<file path="src/rtl/lstm_act_scheduler.sv">
// Round-robin scheduler sharing one 8-bit LSTM activation unit among N_REQ gate requesters.
// Optional stall counter enabled by defining LSTM_ACT_SCHED_STATS_EN.
module lstm_act_scheduler #(
    parameter int unsigned N_REQ = 4,
    parameter int unsigned ID_W  = 2
) (
    input  logic                 i_clk,
    input  logic                 i_rst_n,
    input  logic [N_REQ-1:0]     i_req_valid,
    input  logic [8*N_REQ-1:0]   i_req_z,
    input  logic [N_REQ-1:0]     i_req_func,
    output logic [N_REQ-1:0]     o_req_ready,
    output logic [7:0]           o_act_z,
    output logic                 o_act_func,
    input  logic [7:0]           i_act_a,
    output logic                 o_rsp_valid,
    output logic [7:0]           o_rsp_a,
    output logic [ID_W-1:0]      o_rsp_id,
`ifdef LSTM_ACT_SCHED_STATS_EN
    output logic [15:0]          o_stall_cnt,
    input  logic                 i_stall_clr,
`endif
    input  logic                 i_rsp_ready
);

    logic              r_s1_valid;
    logic [ID_W-1:0]   r_s1_id;
    logic [ID_W-1:0]   r_ptr;

    logic              w_adv1;
    logic              w_adv2;
    logic              w_found;
    logic              w_xfer;
    logic [ID_W-1:0]   w_gnt_id;
    logic [N_REQ-1:0]  w_grant;
    logic [7:0]        w_sel_z;
    logic              w_sel_func;

    assign w_adv2 = !o_rsp_valid || i_rsp_ready;
    assign w_adv1 = !r_s1_valid || w_adv2;

    // Rotating priority search starting at r_ptr
    always_comb begin
        int unsigned idx;
        idx        = 0;
        w_found    = 1'b0;
        w_gnt_id   = '0;
        w_sel_z    = '0;
        w_sel_func = 1'b0;
        for (int unsigned k = 0; k < N_REQ; k++) begin
            idx = (32'(r_ptr) + k) % N_REQ;
            if (!w_found && i_req_valid[idx]) begin
                w_found    = 1'b1;
                w_gnt_id   = ID_W'(idx);
                w_sel_z    = i_req_z[8*idx +: 8];
                w_sel_func = i_req_func[idx];
            end
        end
    end

    assign w_grant     = w_found ? (N_REQ'(1) << w_gnt_id) : '0;
    assign o_req_ready = (w_adv1 && i_rst_n) ? w_grant : '0;
    assign w_xfer      = w_found && w_adv1;

    // S1: issue stage; operand and function hold while empty
    always_ff @(posedge i_clk or negedge i_rst_n) begin
        if (!i_rst_n) begin
            r_s1_valid <= 1'b0;
            r_s1_id    <= '0;
            o_act_z    <= '0;
            o_act_func <= 1'b0;
        end else if (w_adv1) begin
            r_s1_valid <= w_xfer;
            if (w_xfer) begin
                r_s1_id    <= w_gnt_id;
                o_act_z    <= w_sel_z;
                o_act_func <= w_sel_func;
            end
        end
    end

    // S2: result stage captures the shared unit output
    always_ff @(posedge i_clk or negedge i_rst_n) begin
        if (!i_rst_n) begin
            o_rsp_valid <= 1'b0;
            o_rsp_a     <= '0;
            o_rsp_id    <= '0;
        end else if (w_adv2) begin
            o_rsp_valid <= r_s1_valid;
            o_rsp_a     <= i_act_a;
            o_rsp_id    <= r_s1_id;
        end
    end

    always_ff @(posedge i_clk or negedge i_rst_n) begin
        if (!i_rst_n) begin
            r_ptr <= '0;
        end else if (w_xfer) begin
            r_ptr <= (w_gnt_id == ID_W'(N_REQ - 1)) ? '0 : w_gnt_id + ID_W'(1);
        end
    end

`ifdef LSTM_ACT_SCHED_STATS_EN
    // Saturating count of backpressured result cycles
    always_ff @(posedge i_clk or negedge i_rst_n) begin
        if (!i_rst_n) begin
            o_stall_cnt <= '0;
        end else if (i_stall_clr) begin
            o_stall_cnt <= '0;
        end else if (o_rsp_valid && !i_rsp_ready && (o_stall_cnt != 16'hFFFF)) begin
            o_stall_cnt <= o_stall_cnt + 16'd1;
        end
    end
`endif

endmodule

</file>
<file path="config.mk">
export PLATFORM = sky130hd
export DESIGN_NAME = lstm_act_scheduler
export DESIGN_NICKNAME = d
export VERILOG_FILES = /design/src/rtl/lstm_act_scheduler.sv
export SDC_FILE = /design/constraint.sdc
export NUM_CORES = 1
export LEC_CHECK = 0
export ABC_CLOCK_PERIOD_IN_PS = 2730
export CELL_PAD_IN_SITES_DETAIL_PLACEMENT = 1
export CELL_PAD_IN_SITES_GLOBAL_PLACEMENT = 1
export CORE_MARGIN = 5
export CORE_UTILIZATION = 34
export CTS_CLUSTER_DIAMETER = 60
export DETAILED_ROUTE_END_ITERATION = 10
export GPL_ROUTABILITY_DRIVEN = 0
export HOLD_SLACK_MARGIN = 0.05
export PLACE_DENSITY = 0.92
export SLEW_MARGIN = 5
export SYNTH_ARGS = -nofsm -noshare
export SYNTH_HDL_FRONTEND = slang
export SYNTH_SLANG_ARGS = --single-unit
</file>
<file path="constraint.sdc">
create_clock -name i_clk -period 2.73 [get_ports i_clk]
set_clock_uncertainty 0.15 [all_clocks]
set_input_delay 0.4095 -clock i_clk [delete_from_list [all_inputs] [get_ports i_clk]]
set_output_delay 0.4095 -clock i_clk [all_outputs]
set_load 0.01 [all_outputs]
</file>
After elaboration in Yosys (flattened, before gate mapping)
Index checks and enable logic that the tools add are counted.

cells by class
  $add $sub $neg = 4
  $mul = 0
  div/mod/pow operators = 0
  magnitude comparators = 4
  equal/unequal tests = 1
  shifts and indexed selects = 5
  muxes and demuxes = 35
  bitwise logic cells = 0
  reductions and logical operators = 13

operator list
  kind                   number
  $shiftx A32 B6 Y8      4
  $mux W8                4
  $bmux W1 S2            8
  $mux W1                16
  $lt A2 B3 Y1 const B   4
  $mux W2                5
  $mux W4                2
  $logic_and A1 B1 Y1    5
  $logic_not A1 Y1       5
  $add A2 B1 Y2 const B  2
  $add A2 B2 Y2 const B  2
  $shl A1 B2 Y4 const A  1
  $eq A2 B2 Y1 const B   1
  $logic_or A1 B1 Y1     2
  $reduce_and A2 Y1      1

word-level totals
  register bits = 25
  bits in latches = 0
  bits in writable memories = 0
  memory bits (read-only) = 0
  input port bits = 51
  output and inout port bits = 24
  logic and storage cells = 70
  memories kept = 0

Longest topological paths before layout
  word-level depth = 15
  depth in mapped cells = 10
  mapped depth without buffers = 7

Worst setup path after synthesis
No wires, ideal clock.

  kind = reg-to-output
  from = register r_ptr[1]
  to = output o_req_ready[3]
  data arrival time = 1698 ps
  data required time = 2171 ps
  setup slack = 473 ps
  cell stages (with the launch flop) = 11
  buffers on the path = 3
  path through = dfrtp_1 > buf_6 > buf_8 > buf_12 > a21oi_1 > nor2_1 > nor2_1 > o22ai_1 > inv_1 > ha_1 > and3_1

between the ends
  word-level cells in the longest chain between the ends = 15
  elaborated cells between the ends (all ways) = 28
  classes of those cells = add/sub (3); shift (1); mux (18); reduce/logical (6)

ends and longest elaborated chain
  item                                                    line  source
  start: declaration                                      28    logic [ID_W-1:0] r_ptr;
  start signal: assignment                                99    r_ptr <= (w_gnt_id == ID_W'(N_REQ - 1)) ? '0 : w_gnt_id + ID_W'(1);
  branches (longest 11 deep; another with $add A2 B1 Y2)  -
  $mux W2 (*)                                             52    if (!w_found && i_req_valid[idx]) begin
  via w_gnt_id[1]                                         34    logic [ID_W-1:0] w_gnt_id;
  $shl A1 B2 Y4 (*)                                       61    assign w_grant = w_found ? (N_REQ'(1) << w_gnt_id) : '0;
  $mux W4 (*)                                             61
  $mux W4 (*)                                             62    assign o_req_ready = (w_adv1 && i_rst_n) ? w_grant : '0;
  end: declaration                                        12    output logic [N_REQ-1:0] o_req_ready,

Mark *: on every way through the listed nets, which the timed path passes. The select of a mux whose other input is x is not followed.

Worst setup path after layout
  from = input i_req_valid[3]
  to = register o_act_z[5]

between the ends
  word-level cells in the longest chain between the ends = 14
  elaborated cells between the ends (all ways) = 24
  classes of those cells = mux (16); reduce/logical (8)

ends and longest elaborated chain
  item                           line  source
  start: declaration             9     input logic [N_REQ-1:0] i_req_valid,
  $bmux W1 S2                    52
  $mux W1 (not written as such)  52
  $mux W1                        52
  $logic_not A1 Y1               52
  $logic_and A1 B1 Y1            52
  $mux W1                        52
  $logic_not A1 Y1               52
  $logic_and A1 B1 Y1            52
  $mux W1                        52
  $logic_not A1 Y1               52
  $logic_and A1 B1 Y1            52
  $mux W1                        52
  $logic_and A1 B1 Y1            63    assign w_xfer = w_found && w_adv1;
  $reduce_and A2 Y1 (no line)    -
  end signal: assignment         76    o_act_z <= w_sel_z;
  end: declaration               13    output logic [7:0] o_act_z,

Several ways; a longest one is shown, not always the timed one. The select of a mux whose other input is x is not followed.
A chain may end at the register's enable or synchronous reset.

==> summary.md <==
| Metric | Value |
|---|---|
| Initial antenna violation count | 0 |
| Pins Over Slew Limit | 0 |
| Largest net degree at the start of global routing | 55 |
| CP max FO | 9 |
| P_leak | 1.352 nW |
| WL per Instance | 18.45 um |
| Placed insts | 420 |
| Ratio of cells with drive above 1 in the final layout | 0.1486 |
| Commonest cells post-synth | 36 x nand2_1, 31 x nor2_1, 27 x mux2i_1 |
| Post-DP HPWL | 5759 um |
| Port bufs | 74 |
| Hold Path Class | flop to flop |
| Reg clk slew, reported paths | around 0.10 ns |
| Die X-Extent | 91.93 um |
| #FFs+latches synth | 25 |
| GRT busiest layer | met2 |
| Post-DRT Antenna Nets | 0 |
| Die area | 8451 um^2 |
| Worst Tran Pin Value | 0.6058 ns |
| Most common cell in the netlist | nand2_1 |
| DR iter-0 viols | 104 |
| Avg Vias per Cell | approximately 5.7 |
| Number of global-route vias before repair | 2612 |
| Root buf cell | clkbuf_8 |
| Post-CTS Hold Fix Bufs | 0 |
| Count of final setup violators | 0 |
| RSZ-0062 raised after global routing | false |
| Area growth syn-to-layout | 40.84% |
| Area share of the largest cell type after synthesis | 0.2741 |
| Crit path kind | input port to flop |
| Met2 Track Usage GR | 0.3273 |
| Post-synthesis average cell area | 8.484 um^2 |
| Ys Warns | 0 |
| Floorplan core area | about 6400 um^2 |
| Max-cap viol count | 0 |
| Worst skew pair latency | 0.28 ns |
| Pwr Density | 759.2 nW/um^2 |
| Via Count | 2430 |
| Hold path depth | 2 |
| Status | finished, final reports clean |
| Slew headroom | 0.5961 |
| Die Ht | ~92 um |
| Total negative setup slack | 0 ns |
| Largest area contributor in the netlist | dfrtp_1 |
| DR pass1 iterations | 5 |
| Site Rows | 29 |
| Min cycle time layout | ~2.6 ns |
| Post-Syn Instances | between 200 and 300 |
| Cts bufs inserted | 3 |
| Grt ovf | 0 |
| Data required, critical path | 2.77 ns |
| Crit. End Element | flop |
| Synth area leaders | dfrtp_1 27%, mux2i_1 12%, nand2_1 5.9% |
| Clk buf depth | 2 |
| Post-layout util | 0.5005 |
| Syn_nets | 324 |
| Largest vdd supply drop | 0.4069 mV |
| CP arrival | approximately 2.6 ns |
| Grt met3 use | 0.05974 |
| Sequential fraction of the synthesis area | 0.2741 |
| Clock sinks | 25 |
| EDFF count, synth | 0 |
| M1 GR Usage | 0.2188 |
| Area of the mapped netlist | 2282 um^2 |
| Fin crit share | 0.9478 |
| Synth unique cells | 44 |
| Ports | 75 |
| Hold Vio Cnt, Final | 0 |
| First-pass GRT wire length | 13040 um |
| WL final | 7878 um |
| GRT Total Usage | 0.1861 |
| Htree depth | 1 |
| Nets | 406 |
| CTS tree | yes |
| DRC viols | 0 |
| Initial core utilization | 0.3553 |
| Top FF cell, synth | dfrtp_1 |
| Total power | 2.440 mW |
| Max Clk Rate | slightly below 0.4 GHz |
| Ys async rst share | 1.000 |
| Filler cells | 750 |
| Reg2Reg Depth | 7 |
| Critical path startpoint category | input port |
| Count of non-filler cells in the finished layout | 427 |
| # diodes | 0 |
-- final cells by class --
type | count | area [um^2] | share of cell area
timing repair buffer | 100 | 945.9 | 0.2943
sequential | 25 | 626.9 | 0.1950
multi-input combinational | 215 | 1473 | 0.4582
clock buffer | 3 | 41.29 | 0.01285
clock inverter | 1 | 8.758 | 0.002725
tap | 77 | 96.34 | 0.02997
inverter | 6 | 22.52 | 0.007007
-- registers in the layout, indices dropped and copies added, names as in the netlist --
name,flops
o_act_z,8
o_rsp_id,2
o_act_func,1
r_s1_valid,1
o_rsp_a,8
r_ptr,2
r_s1_id,2
o_rsp_valid,1
-- timing repair --
| action | CTS | global route |
|---|---|---|
| resized for setup | 9 | 2 |
| endpoints found under the setup margin | 4 | 2 |
| setup buffers | 0 | 3 |
-- through the flow --
stage          worst slack [ns]  area, um^2  hold slack, ns
3_3_place_gp            -0.1352        3123          0.2983
4_1_cts                0.005258        3188          0.3302
6_report                 0.1424        3214          0.3218
2_1_floorplan            0.4728        2282        -0.03609
5_1_grt                 0.02003        3214          0.3544
3_5_place_dp            -0.2483        3123          0.3095
-- cell families (layout without fill, tap and decap cells) --
kind of cell,after synthesis,in the layout,share of synthesized area
mux,37,37,0.1678
flops,25,25,0.2741
buf+inv,29,110,0.08991
compound gates,84,84,0.2544
fa+ha+maj,4,4,0.02193
simple gates,90,90,0.1919
-- worst max-delay path: stages --
cell and delay, ns:
clkdlybuf4s50_1 0.51, buf_4 0.14, buf_4 0.16, and4b_1 0.21
a31oi_1 0.20, o22ai_1 0.19, nor3b_4 0.47, o211ai_1 0.20
o211ai_1 0.13
-- routing by layer --
metal / wire length, um / part of all wire / vias up
met1: 3239 / 0.41 / 1172
met3: 585 / 0.074 / 14
li1: - / - / 1162
met5: 0 / 0 / -
met2: 3924 / 0.50 / 82
met4: 129 / 0.016 / 0
-- path summary, 6_finish.rpt --
kind	startpoint	to	slack, ns
max reg2reg	r_ptr[1]$_DFFE_PN0P_	o_act_z[5]$_DFFE_PN0P_	0.20
max in group asynchronous	i_rst_n	r_ptr[1]$_DFFE_PN0P_	1.69
min	o_rsp_a[5]$_DFFE_PN0P_	o_rsp_a[5]$_DFFE_PN0P_	0.32
min in group asynchronous	i_rst_n	o_rsp_id[0]$_DFFE_PN0P_	0.46
max	i_req_valid[3]	o_act_z[5]$_DFFE_PN0P_	0.14
min reg2reg	o_rsp_a[5]$_DFFE_PN0P_	o_rsp_a[5]$_DFFE_PN0P_	0.32
-- report_power, final --
group	total [mW]	switching [mW]	internal, mW
Sequential	0.567	0.0866	0.480
Clock	0.238	0.131	0.107
Combinational	1.64	0.883	0.753
Total	2.44	1.10	1.34
-- cell usage in the layout (no fill, tap or decap), types with 3 or more instances in the layout --
cell type | synthesis | layout
a31oi_1 | 3 | 3
o21ai_0 | 14 | 14
a21oi_1 | 22 | 21
inv_1 | 6 | 6
nand2_1 | 36 | 36
o211ai_1 | 18 | 18
dfrtp_1 | 25 | 24
clkdlybuf4s50_1 | 0 | 68
o221ai_1 | 9 | 9
buf_4 | 5 | 23
ha_1 | 4 | 4
dlygate4sd2_1 | 0 | 5
clkbuf_8 | 0 | 3
and3_1 | 5 | 5
mux2_2 | 10 | 10
nor2_1 | 31 | 31
a2111oi_1 | 8 | 8
mux2i_1 | 27 | 27
Note: power is estimated with default switching activity, not from simulation.
